File: config.mk
export PLATFORM = sky130hd
export DESIGN_NAME = csr_req_responder
export DESIGN_NICKNAME = d
export VERILOG_FILES = /design/src/rtl/VX_csr_pkg.sv /design/src/rtl/csr_cmt_fifo.sv /design/src/rtl/csr_req_responder.sv
export SDC_FILE = /design/constraint.sdc
export NUM_CORES = 1
export LEC_CHECK = 0
export ABC_AREA = 1
export ABC_CLOCK_PERIOD_IN_PS = 28700
export CAP_MARGIN = 20
export CORE_UTILIZATION = 55
export CTS_CLUSTER_DIAMETER = 100
export CTS_CLUSTER_SIZE = 40
export DETAILED_ROUTE_END_ITERATION = 12
export HOLD_SLACK_MARGIN = 0.08
export PLACE_DENSITY_LB_ADDON = 0.15
export RECOVER_POWER = 25
export SYNTH_ARGS = -nofsm -noshare
export SYNTH_HDL_FRONTEND = slang
export SYNTH_SLANG_ARGS = --single-unit
export TNS_END_PERCENT = 100
File: constraint.sdc
create_clock -name clk -period 28.7 [get_ports clk]
set_input_delay 5.74 -clock clk [delete_from_list [all_inputs] [get_ports clk]]
set_output_delay 5.74 -clock clk [all_outputs]
set_load 0.01 [all_outputs]
File: src/rtl/VX_csr_pkg.sv
// CSR request responder shared definitions.
// Op encodings, address classes and the commit entry layout.
package VX_csr_pkg;

    localparam int INST_CSR_BITS = 2;
    localparam int CSR_ADDR_BITS = 12;

    localparam logic [INST_CSR_BITS-1:0] CSR_OP_RW = 2'd1;
    localparam logic [INST_CSR_BITS-1:0] CSR_OP_RS = 2'd2;
    localparam logic [INST_CSR_BITS-1:0] CSR_OP_RC = 2'd3;

    localparam logic [1:0] CSR_RO_PREFIX = 2'b11;

    typedef struct packed {
        logic [43:0] uuid;
        logic [1:0]  wid;
        logic [3:0]  tmask;
        logic [31:0] pc;
        logic [5:0]  rd;
        logic        wb;
        logic [31:0] data;
    } csr_cmt_entry_t;

    function automatic logic csr_is_ro(
        input logic [CSR_ADDR_BITS-1:0] addr
    );
        return addr[CSR_ADDR_BITS-1 -: 2] == CSR_RO_PREFIX;
    endfunction

endpackage

File: src/rtl/csr_cmt_fifo.sv
// Two-entry elastic buffer for CSR commits.
// Push is ignored when full; pop is ignored when empty.
module csr_cmt_fifo #(
    parameter int WIDTH = 8
) (
    input  logic             clk,
    input  logic             reset,
    input  logic             push_i,
    input  logic [WIDTH-1:0] data_i,
    input  logic             pop_i,
    output logic             full_o,
    output logic             valid_o,
    output logic [WIDTH-1:0] data_o
);

    logic [WIDTH-1:0] mem_q [2];
    logic             wr_ptr_q;
    logic             rd_ptr_q;
    logic [1:0]       cnt_q;
    logic [1:0]       cnt_d;
    logic             do_push;
    logic             do_pop;

    assign full_o  = (cnt_q == 2'd2);
    assign valid_o = (cnt_q != 2'd0);
    assign data_o  = mem_q[rd_ptr_q];
    assign do_push = push_i & ~full_o;
    assign do_pop  = pop_i & valid_o;

    // Occupancy follows the accepted push/pop pair.
    always_comb begin
        cnt_d = cnt_q;
        case ({do_push, do_pop})
            2'b10:   cnt_d = cnt_q + 2'd1;
            2'b01:   cnt_d = cnt_q - 2'd1;
            default: cnt_d = cnt_q;
        endcase
    end

    // Storage, pointers and occupancy.
    always_ff @(posedge clk or posedge reset) begin
        if (reset) begin
            mem_q[0] <= '0;
            mem_q[1] <= '0;
            wr_ptr_q <= 1'b0;
            rd_ptr_q <= 1'b0;
            cnt_q    <= 2'd0;
        end else begin
            if (do_push) begin
                mem_q[wr_ptr_q] <= data_i;
                wr_ptr_q        <= ~wr_ptr_q;
            end
            if (do_pop) begin
                rd_ptr_q <= ~rd_ptr_q;
            end
            cnt_q <= cnt_d;
        end
    end

endmodule

File: src/rtl/csr_req_responder.sv
// CSR request responder: read, RW/RS/RC update, write-back, commit.
// Two stages (accept, execute) feeding a 2-entry commit buffer.
module csr_req_responder
    import VX_csr_pkg::*;
#(
    parameter int NUM_THREADS = 4,
    parameter int NUM_WARPS   = 4,
    parameter int UUID_BITS   = 44,
    parameter int NR_BITS     = 6,
    parameter int NRI_BITS    = 5,
    parameter int NW_BITS     = $clog2(NUM_WARPS)
) (
    input  logic                       clk,
    input  logic                       reset,
    input  logic                       req_valid,
    input  logic [UUID_BITS-1:0]       req_uuid,
    input  logic [NW_BITS-1:0]         req_wid,
    input  logic [NUM_THREADS-1:0]     req_tmask,
    input  logic [31:0]                req_PC,
    input  logic [INST_CSR_BITS-1:0]   req_op_type,
    input  logic [CSR_ADDR_BITS-1:0]   req_addr,
    input  logic [31:0]                req_rs1_data,
    input  logic                       req_use_imm,
    input  logic [NRI_BITS-1:0]        req_imm,
    input  logic [NR_BITS-1:0]         req_rd,
    input  logic                       req_wb,
    output logic                       req_ready,
    output logic [CSR_ADDR_BITS-1:0]   csr_rd_addr,
    output logic [NW_BITS-1:0]         csr_rd_wid,
    input  logic [31:0]                csr_rd_data,
    output logic                       csr_wr_en,
    output logic [CSR_ADDR_BITS-1:0]   csr_wr_addr,
    output logic [NW_BITS-1:0]         csr_wr_wid,
    output logic [31:0]                csr_wr_data,
    output logic                       cmt_valid,
    output logic [UUID_BITS-1:0]       cmt_uuid,
    output logic [NW_BITS-1:0]         cmt_wid,
    output logic [NUM_THREADS-1:0]     cmt_tmask,
    output logic [31:0]                cmt_PC,
    output logic [NR_BITS-1:0]         cmt_rd,
    output logic                       cmt_wb,
    output logic [NUM_THREADS*32-1:0]  cmt_data,
    input  logic                       cmt_ready
);

    localparam int EW = UUID_BITS + NW_BITS + NUM_THREADS + 32 + NR_BITS + 1 + 32;

    logic                      s1_valid_q;
    logic                      s1_first_q;
    logic [UUID_BITS-1:0]      s1_uuid_q;
    logic [NW_BITS-1:0]        s1_wid_q;
    logic [NUM_THREADS-1:0]    s1_tmask_q;
    logic [31:0]               s1_pc_q;
    logic [INST_CSR_BITS-1:0]  s1_op_q;
    logic [CSR_ADDR_BITS-1:0]  s1_addr_q;
    logic [31:0]               s1_opnd_q;
    logic [NR_BITS-1:0]        s1_rd_q;
    logic                      s1_wb_q;
    logic                      s1_fwd_hit_q;
    logic [31:0]               s1_fwd_data_q;
    logic [31:0]               s1_data_q;

    logic [31:0]               s1_old;
    logic [31:0]               s1_new;
    logic                      s1_legal;
    logic                      s1_zero_skip;
    logic                      s1_push;
    logic                      accept;
    logic                      fwd_hit_d;
    logic [31:0]               req_opnd;
    logic                      fifo_full;
    logic [EW-1:0]             fifo_in;
    logic [EW-1:0]             fifo_out;
    logic [31:0]               cmt_old;

    assign s1_push   = s1_valid_q & ~fifo_full;
    assign req_ready = ~reset & (~s1_valid_q | s1_push);
    assign accept    = req_valid & req_ready;

    assign csr_rd_addr = req_addr;
    assign csr_rd_wid  = req_wid;

    assign req_opnd = req_use_imm ? {{(32 - NRI_BITS){1'b0}}, req_imm}
                                  : req_rs1_data;

    // A held S1 uses its captured read value, never the live read port.
    assign s1_old = ~s1_first_q   ? s1_data_q :
                    s1_fwd_hit_q  ? s1_fwd_data_q : csr_rd_data;

    // Update value and legality of the executing op.
    always_comb begin
        s1_new   = s1_old;
        s1_legal = 1'b0;
        case (s1_op_q)
            CSR_OP_RW: begin
                s1_new   = s1_opnd_q;
                s1_legal = 1'b1;
            end
            CSR_OP_RS: begin
                s1_new   = s1_old | s1_opnd_q;
                s1_legal = 1'b1;
            end
            CSR_OP_RC: begin
                s1_new   = s1_old & ~s1_opnd_q;
                s1_legal = 1'b1;
            end
            default: begin
                s1_new   = s1_old;
                s1_legal = 1'b0;
            end
        endcase
    end

    assign s1_zero_skip = (s1_op_q != CSR_OP_RW) && (s1_opnd_q == 32'd0);

    assign csr_wr_en   = s1_push & s1_legal & ~s1_zero_skip
                       & ~csr_is_ro(s1_addr_q);
    assign csr_wr_addr = s1_addr_q;
    assign csr_wr_wid  = s1_wid_q;
    assign csr_wr_data = s1_new;

    assign fwd_hit_d = accept & csr_wr_en
                     & (req_wid == s1_wid_q) & (req_addr == s1_addr_q);

    // Execute-stage register: load on accept, drop on push, else hold.
    always_ff @(posedge clk or posedge reset) begin
        if (reset) begin
            s1_valid_q    <= 1'b0;
            s1_first_q    <= 1'b0;
            s1_uuid_q     <= '0;
            s1_wid_q      <= '0;
            s1_tmask_q    <= '0;
            s1_pc_q       <= '0;
            s1_op_q       <= '0;
            s1_addr_q     <= '0;
            s1_opnd_q     <= '0;
            s1_rd_q       <= '0;
            s1_wb_q       <= 1'b0;
            s1_fwd_hit_q  <= 1'b0;
            s1_fwd_data_q <= '0;
            s1_data_q     <= '0;
        end else begin
            s1_first_q <= accept;
            if (s1_valid_q && s1_first_q) begin
                s1_data_q <= s1_old;
            end
            if (accept) begin
                s1_valid_q    <= 1'b1;
                s1_uuid_q     <= req_uuid;
                s1_wid_q      <= req_wid;
                s1_tmask_q    <= req_tmask;
                s1_pc_q       <= req_PC;
                s1_op_q       <= req_op_type;
                s1_addr_q     <= req_addr;
                s1_opnd_q     <= req_opnd;
                s1_rd_q       <= req_rd;
                s1_wb_q       <= req_wb;
                s1_fwd_hit_q  <= fwd_hit_d;
                s1_fwd_data_q <= s1_new;
            end else if (s1_push) begin
                s1_valid_q <= 1'b0;
            end
        end
    end

    assign fifo_in = {s1_uuid_q, s1_wid_q, s1_tmask_q, s1_pc_q,
                      s1_rd_q, s1_wb_q, s1_old};

    csr_cmt_fifo #(
        .WIDTH (EW)
    ) u_cmt_fifo (
        .clk     (clk),
        .reset   (reset),
        .push_i  (s1_push),
        .data_i  (fifo_in),
        .pop_i   (cmt_ready),
        .full_o  (fifo_full),
        .valid_o (cmt_valid),
        .data_o  (fifo_out)
    );

    assign {cmt_uuid, cmt_wid, cmt_tmask, cmt_PC,
            cmt_rd, cmt_wb, cmt_old} = fifo_out;
    assign cmt_data = {NUM_THREADS{cmt_old}};

endmodule
==> results of run 1 <==
[per-stage QoR]
stage	area (um2)	power [W]	worst slack, ns
after CTS	24800	0.00254	15.13
final	24800	0.00253	10.34
after detailed placement	24400	0.00224	15.13
after floorplan	20500	0.00171	6.92
after global routing	24800	0.00270	8.97
after global placement	24300	0.00221	15.14
[final timing paths]
| path | endpoint | from | slack [ns] |
|---|---|---|---|
| worst min register to register | s1_fwd_data_q[27] | s1_fwd_data_q[27] | 0.50 |
| worst max register to register | u_cmt_fifo.mem_q[173] | u_cmt_fifo.cnt_q[1] | 19.57 |
| min in group asynchronous | s1_tmask_q[3] | reset | 7.43 |
| worst min-delay path | s1_fwd_data_q[27] | s1_fwd_data_q[27] | 0.50 |
| max in group asynchronous | s1_data_q[5] | reset | 17.98 |
| worst max-delay path | req_ready | reset | 10.34 |
[metal layers]
metal  part of all wire [%]  vias to the layer above  global-route usage [%]
met5                  0.044                        -                       0
met4                    3.3                        4                    9.65
met3                    6.8                       90                    4.42
met2                     47                      621                    46.5
met1                     42                     7942                    39.5
li1                       -                     7766                       -
[worst register-to-register path, delay by kind of cell (launching register included)]
kind | cells | cell delay [ns]
AOI/OAI and AO/OA | 2 | 0.81
DFF | 1 | 0.40
buffers and inverters | 3 | 6.22
and+or+nand+nor | 1 | 1.39
[power by group]
group | leakage (nW) | switching [W] | internal (W)
clock network | 0.218 | 0.000187 | 0.000109
registers | 5.64 | 0.000126 | 0.000869
logic | 5.52 | 0.000630 | 0.000610
total | 11.4 | 0.000942 | 0.00159
[Yosys cell counts]
master / instances
sky130_fd_sc_hd__xor2_1: 1
sky130_fd_sc_hd__o21a_1: 1
sky130_fd_sc_hd__nor2_4: 1
sky130_fd_sc_hd__o22ai_1: 33
sky130_fd_sc_hd__dfrtp_1: 448
sky130_fd_sc_hd__o21ai_0: 398
sky130_fd_sc_hd__buf_6: 8
sky130_fd_sc_hd__buf_2: 55
sky130_fd_sc_hd__buf_1: 8
sky130_fd_sc_hd__o21ai_4: 1
sky130_fd_sc_hd__ha_1: 1
sky130_fd_sc_hd__mux2_2: 53
sky130_fd_sc_hd__a21oi_1: 2
sky130_fd_sc_hd__nand2_1: 734
sky130_fd_sc_hd__clkbuf_1: 59
sky130_fd_sc_hd__o31ai_1: 5
sky130_fd_sc_hd__inv_1: 213
sky130_fd_sc_hd__inv_2: 2
sky130_fd_sc_hd__buf_4: 114
sky130_fd_sc_hd__mux2_1: 67
sky130_fd_sc_hd__nand3_1: 34
sky130_fd_sc_hd__nor2_2: 2
sky130_fd_sc_hd__xnor2_1: 5
sky130_fd_sc_hd__o21ai_1: 17
sky130_fd_sc_hd__nor2_1: 73
[sequential cells by signal (all words and copies together) (netlist names), 2 cells and up]
name,flops
u_cmt_fifo.mem_q,242
s1_pc_q,32
csr_wr_wid,2
s1_data_q,32
s1_fwd_data_q,32
s1_rd_q,6
u_cmt_fifo.cnt_q,2
csr_wr_addr,12
s1_op_q,2
s1_opnd_q,32
s1_uuid_q,44
s1_tmask_q,4
[cells by family after synthesis]
kind of cell	Yosys count	share of synthesized area, %
flops	448	54.7
fa+ha+maj	1	0.0611
mux	120	6.60
compound gates	457	11.5
xor+xnor	6	0.257
simple gates	844	15.7
buf+inv	459	11.1
[layout make-up]
cell class	instances	area [um2]	area share [%]
Sequential cell	448	11200	45.2
Multi-Input combinational cell	1428	6990	28.1
Timing Repair Buffer	474	4760	19.2
Inverter	215	811	3.26
Tap cell	468	586	2.36
Clock buffer	17	383	1.54
Clock inverter	4	61.3	0.247
Antenna cell	11	27.5	0.111
==> results.txt, run 1 <==
----------------------------------------------------
[Status]
  Outcome ... finished with violations
  Violated checks ... capacitance limit, slew limit

[Power and ir drop]
  IR Drop Worst-Case VDD ... 0.0692 mV
  Leakage power ... 11.4 nW
  Cell area power density ... 102 nW/um2

[Die]
  Number of primary I/O pins ... 457
  Initial core utilization ... 56.0%
  Die width ... 195 um
  Std cell rows ... 70
  Die area ... 38000 um2
  Standard cell core area ... 36600 um2
  Die Ht ... around 190 um

[STA]
  Sum of negative setup slack ... 0 ns
  Final setup violation count ... 0
  Final hold slack ... a little under 0.5 ns
  Actual transition at the worst max-transition pin ... 5.70 ns
  Share of the clock period used by the worst path after layout ... a little under two thirds
  Unrepaired setup endpoints after global routing ... false
  Hold violation total from the final report ... 0
  Max-slew violation count ... 505
  Final min period ... 18.36 ns
  Fmax achieved ... around 54 MHz
  Clock Skew ... 0.0156 ns
  Relative slew slack ... -282%

[Hold path]
  Hold Crit Depth ... 2
  Min-Delay Path Class ... flip-flop to flip-flop

[Synth]
  Yosys warns ... 0
  Number of instances in the synthesized netlist ... around 2300
  Biggest area consumer among synthesized cells ... sky130_fd_sc_hd__dfrtp_1
  Synthesized cell area ... 20500 um2
  Portion of the post-synthesis area used by sequential elements ... 54.7%
  Post-synthesis average cell area ... 8.77 um2
  Synth top area cells ... sky130_fd_sc_hd__dfrtp_1 55%, sky130_fd_sc_hd__nand2_1 13%, sky130_fd_sc_hd__o21ai_0 9.7%
  Syn Nets ... 2513
  Seq cells post-synth ... 448
  Post-synth top area share ... 54.7%
  Post-synth cell types ... 25

[Clock tree]
  Post-CTS setup-driven buffer insertion count ... 0
  Insertion delay to the later sink of the worst-skew pair ... 0.53 ns
  Quantity of hold-fixing buffers added after cts ... 0
  Clock tree from TritonCTS ... built
  Number of clock buffers inserted by TritonCTS ... 15
  CTS-repair resized insts ... 0
  Root buffer cell ... sky130_fd_sc_hd__clkbuf_16
  Maximum level of the CTS H-tree ... 1
  Bufs on Longest Clock Path ... 3
  # clock sinks ... 448
  Clock-pin slew on the worst setup and hold paths ... approximately 0.13 ns

[Drt]
  Ratio of routed vias to standard cells ... 5.36
  Routed WL ... 54100 um
  DRC Markers ... 0
  Number of design-rule violations left by the first detailed-router iteration ... 1330
  Post-detailed-route count of antenna-violating nets ... 0
  Via count ... roughly 16000
  Number of iterations in the first detailed-routing pass ... 6
  Avg WL per Cell ... 17.7 um

[Worst setup path]
  Logic depth of the worst register-to-register path ... 6
  Ordered list of cells on the worst path ... dlygate4sd3_1 -> clkinvlp_2 -> nand2_1 -> inv_1 -> clkdlybuf4s50_1
  Critical Path Sink Type ... output port
  Arrival time at the worst endpoint ... between 10 and 15 ns
  Type of the worst setup path ... input port to output port
  Highest cell delay on the worst timing path ... 4.17 ns
  Startpoint type of the worst setup path ... input port
  Largest delay share family, worst path ... buffers and inverters
  Required @ worst endpoint ... between 20 and 25 ns
  Crit. path cell count ... 5
  Largest driver fanout on the critical path ... 132
  Critical path buffer and inverter count ... 4
  Cell with the largest stage delay on the worst path ... sky130_fd_sc_hd__clkinvlp_2

[Placement]
  Routability Congestion ... 0.894
  # port buffers ... 456
  DP Wirelength ... 35600 um
  Inst Count DP ... ~3000

[Final layout]
  Area growth from synthesis to layout ... 21.2%
  Core occupancy in the finished layout ... 67.8%
  Most common cell after layout, fill and taps aside ... sky130_fd_sc_hd__nand2_1
  Net count reported at finish ... ~2800
  Filler cells ... 2962
  Most frequent cells in the layout ... 734 x sky130_fd_sc_hd__nand2_1, 446 x sky130_fd_sc_hd__dfrtp_1, 422 x sky130_fd_sc_hd__clkdlybuf4s50_1
  Count of non-filler cells in the finished layout ... 3065
  Ratio of cells with drive above 1 in the final layout ... 3.67%

[Global routing]
  Aggregate global routing overflow ... 0
  Vias in the first global route ... approximately 16000
  Largest net degree at the start of global routing ... about 200
  Global-route wire length before repair ... 86400 um
  Antenna violations before repair ... 13
  GRT Resource Usage Total ... ~29%

[Run]
  Number of maximum-capacitance constraint violations ... 6

----------------------------------------------------
(Power assumes the default switching activity.)
==> inputs of run 2 (changes only) <==
--- a/config.mk
+++ b/config.mk
@@ -6,9 +6,9 @@
 export NUM_CORES = 1
 export LEC_CHECK = 0
 export ABC_AREA = 1
-export ABC_CLOCK_PERIOD_IN_PS = 28700
+export ABC_CLOCK_PERIOD_IN_PS = 16100
 export CAP_MARGIN = 20
-export CORE_UTILIZATION = 55
+export CORE_UTILIZATION = 46
 export CTS_CLUSTER_DIAMETER = 100
 export CTS_CLUSTER_SIZE = 40
 export DETAILED_ROUTE_END_ITERATION = 12
==> constraint.sdc (replaced) <==
create_clock -name clk -period 16.1 [get_ports clk]
set_input_delay 3.22 -clock clk [delete_from_list [all_inputs] [get_ports clk]]
set_output_delay 3.22 -clock clk [all_outputs]
set_load 0.01 [all_outputs]
==> run 2 against run 1 <==
The flow still finishes with violations (capacitance limit, slew limit). Flip-flop and latch count unchanged. Critical path depth is the same. Via count shrank 1.4%. Total power increased by 81%. Sequential share of layout area fell by 0.54 points. Worst hold slack gained 0.0013 ns. Combinational power up 80%. Cell area is 1.2% higher. Global-route usage is 3.8 points lower. Non-clock buffer count up 7. Count of clock-buffer cells in the layout grew 3. Cell count up 4.2%. Critical endpoint unchanged. Largest cell class unchanged.
==> results.txt, run 2 (synthesis gave the netlist of run 1 again) <==
----------------------------------------------------
[Final layout]
  Ratio of cells with drive above 1 in the final layout ... 4.08% (was 3.67%)
  Area of all placed cells without fillers ... 25100 um2 (was 24800 um2)
  Most common cell after layout, fill and taps aside ... sky130_fd_sc_hd__nand2_1 (unchanged)
  Net count reported at finish ... 2768 (was 2760)
  Area growth from synthesis to layout ... 22.7% (was 21.2%)
  Largest registers ranked by flip-flop count ... u_cmt_fifo.mem_q (242), s1_uuid_q (44) (unchanged)
  Most frequent cells in the layout ... 734 x sky130_fd_sc_hd__nand2_1, 446 x sky130_fd_sc_hd__dfrtp_1, 424 x sky130_fd_sc_hd__clkdlybuf4s50_1 (was 734 x sky130_fd_sc_hd__nand2_1, 446 x sky130_fd_sc_hd__dfrtp_1, 422 x sky130_fd_sc_hd__clkdlybuf4s50_1)
  Top register by number of flip-flops ... u_cmt_fifo.mem_q (unchanged)
  Max reg flops ... 242 (unchanged)

[Worst setup path]
  Crit. path cell count ... 5 (unchanged)
  Startpoint type of the worst setup path ... input port (unchanged)
  Ordered list of cells on the worst path ... dlygate4sd3_1 -> clkinvlp_2 -> nand2_1 -> inv_1 -> clkdlybuf4s50_1 (unchanged)
  Logic depth of the worst register-to-register path ... 6 (unchanged)
  Largest delay share family, worst path ... buffers and inverters (unchanged)
  Highest cell delay on the worst timing path ... 0.63 ns (was 4.17 ns)
  Critical Path Sink Type ... output port (unchanged)
  Arrival time at the worst endpoint ... 5.36 ns (was 12.62 ns)
  Cell with the largest stage delay on the worst path ... sky130_fd_sc_hd__clkinvlp_2 (unchanged)
  Reg-to-reg critical path endpoint ... u_cmt_fifo.mem_q[186] (was u_cmt_fifo.mem_q[173])
  Crit path to ... req_ready (unchanged)
  Startpoint of the worst register-to-register path ... u_cmt_fifo.cnt_q[1] (unchanged)
  Required @ worst endpoint ... 12.88 ns (was 22.96 ns)
  Crit path launch ... reset (unchanged)
  Type of the worst setup path ... input port to output port (unchanged)
  Largest driver fanout on the critical path ... 19 (was 132)
  Worst reg2reg setup slack ... 9.88 ns (was 19.57 ns)
  Critical path buffer and inverter count ... 4 (unchanged)

[STA]
  Hold violation total from the final report ... 0 (unchanged)
  Share of the clock period used by the worst path after layout ... 53.3%
  Final setup violation count ... 0 (unchanged)
  Final hold slack ... 0.499 ns (was 0.497 ns)
  Sum of negative setup slack ... 0 ns (unchanged)
  Final min period ... 8.58 ns
  Unrepaired setup endpoints after global routing ... false (unchanged)
  Clock Skew ... 0.0288 ns (was 0.0156 ns)
  Actual transition at the worst max-transition pin ... 4.49 ns (was 5.70 ns)
  Fmax achieved ... 117 MHz
  Max-slew violation count ... 371 (was 505)
  Relative slew slack ... -199% (was -282%)

[Clock tree]
  Insertion delay to the later sink of the worst-skew pair ... 0.56 ns (was 0.53 ns)
  CTS-repair resized insts ... 0 (unchanged)
  Clock-pin slew on the worst setup and hold paths ... 0.14 ns (was 0.13 ns)
  Clock tree from TritonCTS ... built (unchanged)
  # clock sinks ... 448 (unchanged)
  Quantity of hold-fixing buffers added after cts ... 0 (unchanged)
  Root buffer cell ... sky130_fd_sc_hd__clkbuf_16 (unchanged)
  Maximum level of the CTS H-tree ... 1 (unchanged)
  Post-CTS setup-driven buffer insertion count ... 0 (unchanged)
  Number of clock buffers inserted by TritonCTS ... 16 (was 15)
  Bufs on Longest Clock Path ... 3 (unchanged)

[Global routing]
  Global-route wire length before repair ... 87900 um (was 86400 um)
  Vias in the first global route ... 15895 (was 15840)
  Aggregate global routing overflow ... 0 (unchanged)
  GRT Resource Usage Total ... 24.8% (was 28.6%)
  Largest net degree at the start of global routing ... 98 (was 201)
  Antenna violations before repair ... 13 (unchanged)

[Status]
  Outcome ... finished with violations (unchanged)
  Violated checks ... capacitance limit, slew limit (unchanged)

[Placement]
  # port buffers ... 456 (unchanged)
  Routability Congestion ... 0.869 (was 0.894)
  Placement-stage cell area ... 24500 um2 (was 24400 um2)
  DP Wirelength ... 37500 um (was 35600 um)

[Power and ir drop]
  Cell area power density ... 182 nW/um2 (was 102 nW/um2)
  Leakage power ... 11.5 nW (was 11.4 nW)
  IR Drop Worst-Case VDD ... 0.114 mV (was 0.0692 mV)
  Power consumption ... 0.00457 W (was 0.00253 W)

[Drt]
  Number of iterations in the first detailed-routing pass ... 7 (was 6)
  Routed WL ... 56400 um (was 54100 um)
  Via count ... 16198 (was 16423)
  Ratio of routed vias to standard cells ... 5.07 (was 5.36)
  Avg WL per Cell ... 17.7 um (about the same)
  DRC Markers ... 0 (unchanged)
  Post-detailed-route count of antenna-violating nets ... 0 (unchanged)
  Number of design-rule violations left by the first detailed-router iteration ... 1245 (was 1330)

[Die]
  Die area ... 45400 um2 (was 38000 um2)
  Initial core utilization ... 47.1% (was 56.0%)
  Number of primary I/O pins ... 457 (unchanged)
  Die width ... 213 um (was 195 um)
  Std cell rows ... 76 (was 70)
  Standard cell core area ... 43500 um2 (was 36600 um2)
  Die Ht ... 213 um (was 195 um)

[Hold path]
  Min-Delay Path Class ... flip-flop to flip-flop (unchanged)

[Run]
  Number of maximum-capacitance constraint violations ... 5 (was 6)

----------------------------------------------------
-- run 2: cell count changes in the layout (fill, tap and decap cells not counted), sizes merged --
cell,delta
bufinv,-1
buf,+5
clkinv,+1
clkdlybuf4s50,+2
diode,-1
inv,+2
clkbuf,+5
dlygate4sd3,-2
-- run 2: worst reg2reg max path, delay by kind of cell, from the launching register on --
kind / cells / cell delay (ns)
AO/OA/AOI/OAI: 2 / 0.58
flip-flops: 1 / 0.40
buffers and inverters: 3 / 4.84
AND/OR/NAND/NOR: 1 / 0.19
-- run 2: how the worst min path moves through the flow --
stage                               startpoint                   end  slack, ns  cells past startpoint
after floorplan              s1_fwd_data_q[29]     s1_fwd_data_q[29]       0.45                      2
after global placement        s1_fwd_data_q[5]      s1_fwd_data_q[5]       0.46                      2
after detailed placement     s1_fwd_data_q[31]     s1_fwd_data_q[31]       0.47                      2
after CTS                    s1_fwd_data_q[21]     s1_fwd_data_q[21]       0.50                      2
after global routing      u_cmt_fifo.mem_q[64]  u_cmt_fifo.mem_q[64]       0.52                      1
final                        s1_fwd_data_q[12]     s1_fwd_data_q[12]       0.50                      2
-- run 2: per-layer routing --
metal	vias to the layer above	GRT usage [%]	routed length, um
li1	7773	-	-
met1	7895	34.7	25000
met2	467	39.7	26500
met3	59	4.41	3660
met4	4	6.75	1250
met5	-	0	25
-- run 2: power by group --
part	switching (W)	total, W	internal, W
registers	0.000219	0.00177	0.00155
clock network	0.000363	0.000574	0.000212
logic	0.00114	0.00223	0.00109
total	0.00172	0.00457	0.00285
-- run 2: per-stage QoR --
stage | utilization [%] | instances | setup slack [ns]
floorplan | - | 2335 | 2.52
global placement | 56.3 | 3152 | 7.96
detailed placement | 56.5 | 3154 | 7.92
CTS | 57.7 | 3180 | 7.91
global route | 57.8 | 3192 | 7.29
finish | 57.8 | 3193 | 7.52
-- run 2: final cells by class --
class / instances / area (um2)
tap: 585 / 732
fill: 3916 / 18300
antenna: 10 / 25.0
sequential: 448 / 11200
clock inverter: 6 / 78.8
timing repair buffer: 481 / 4820
multi-input combinational: 1428 / 7000
clock buffer: 20 / 447
inverter: 215 / 811
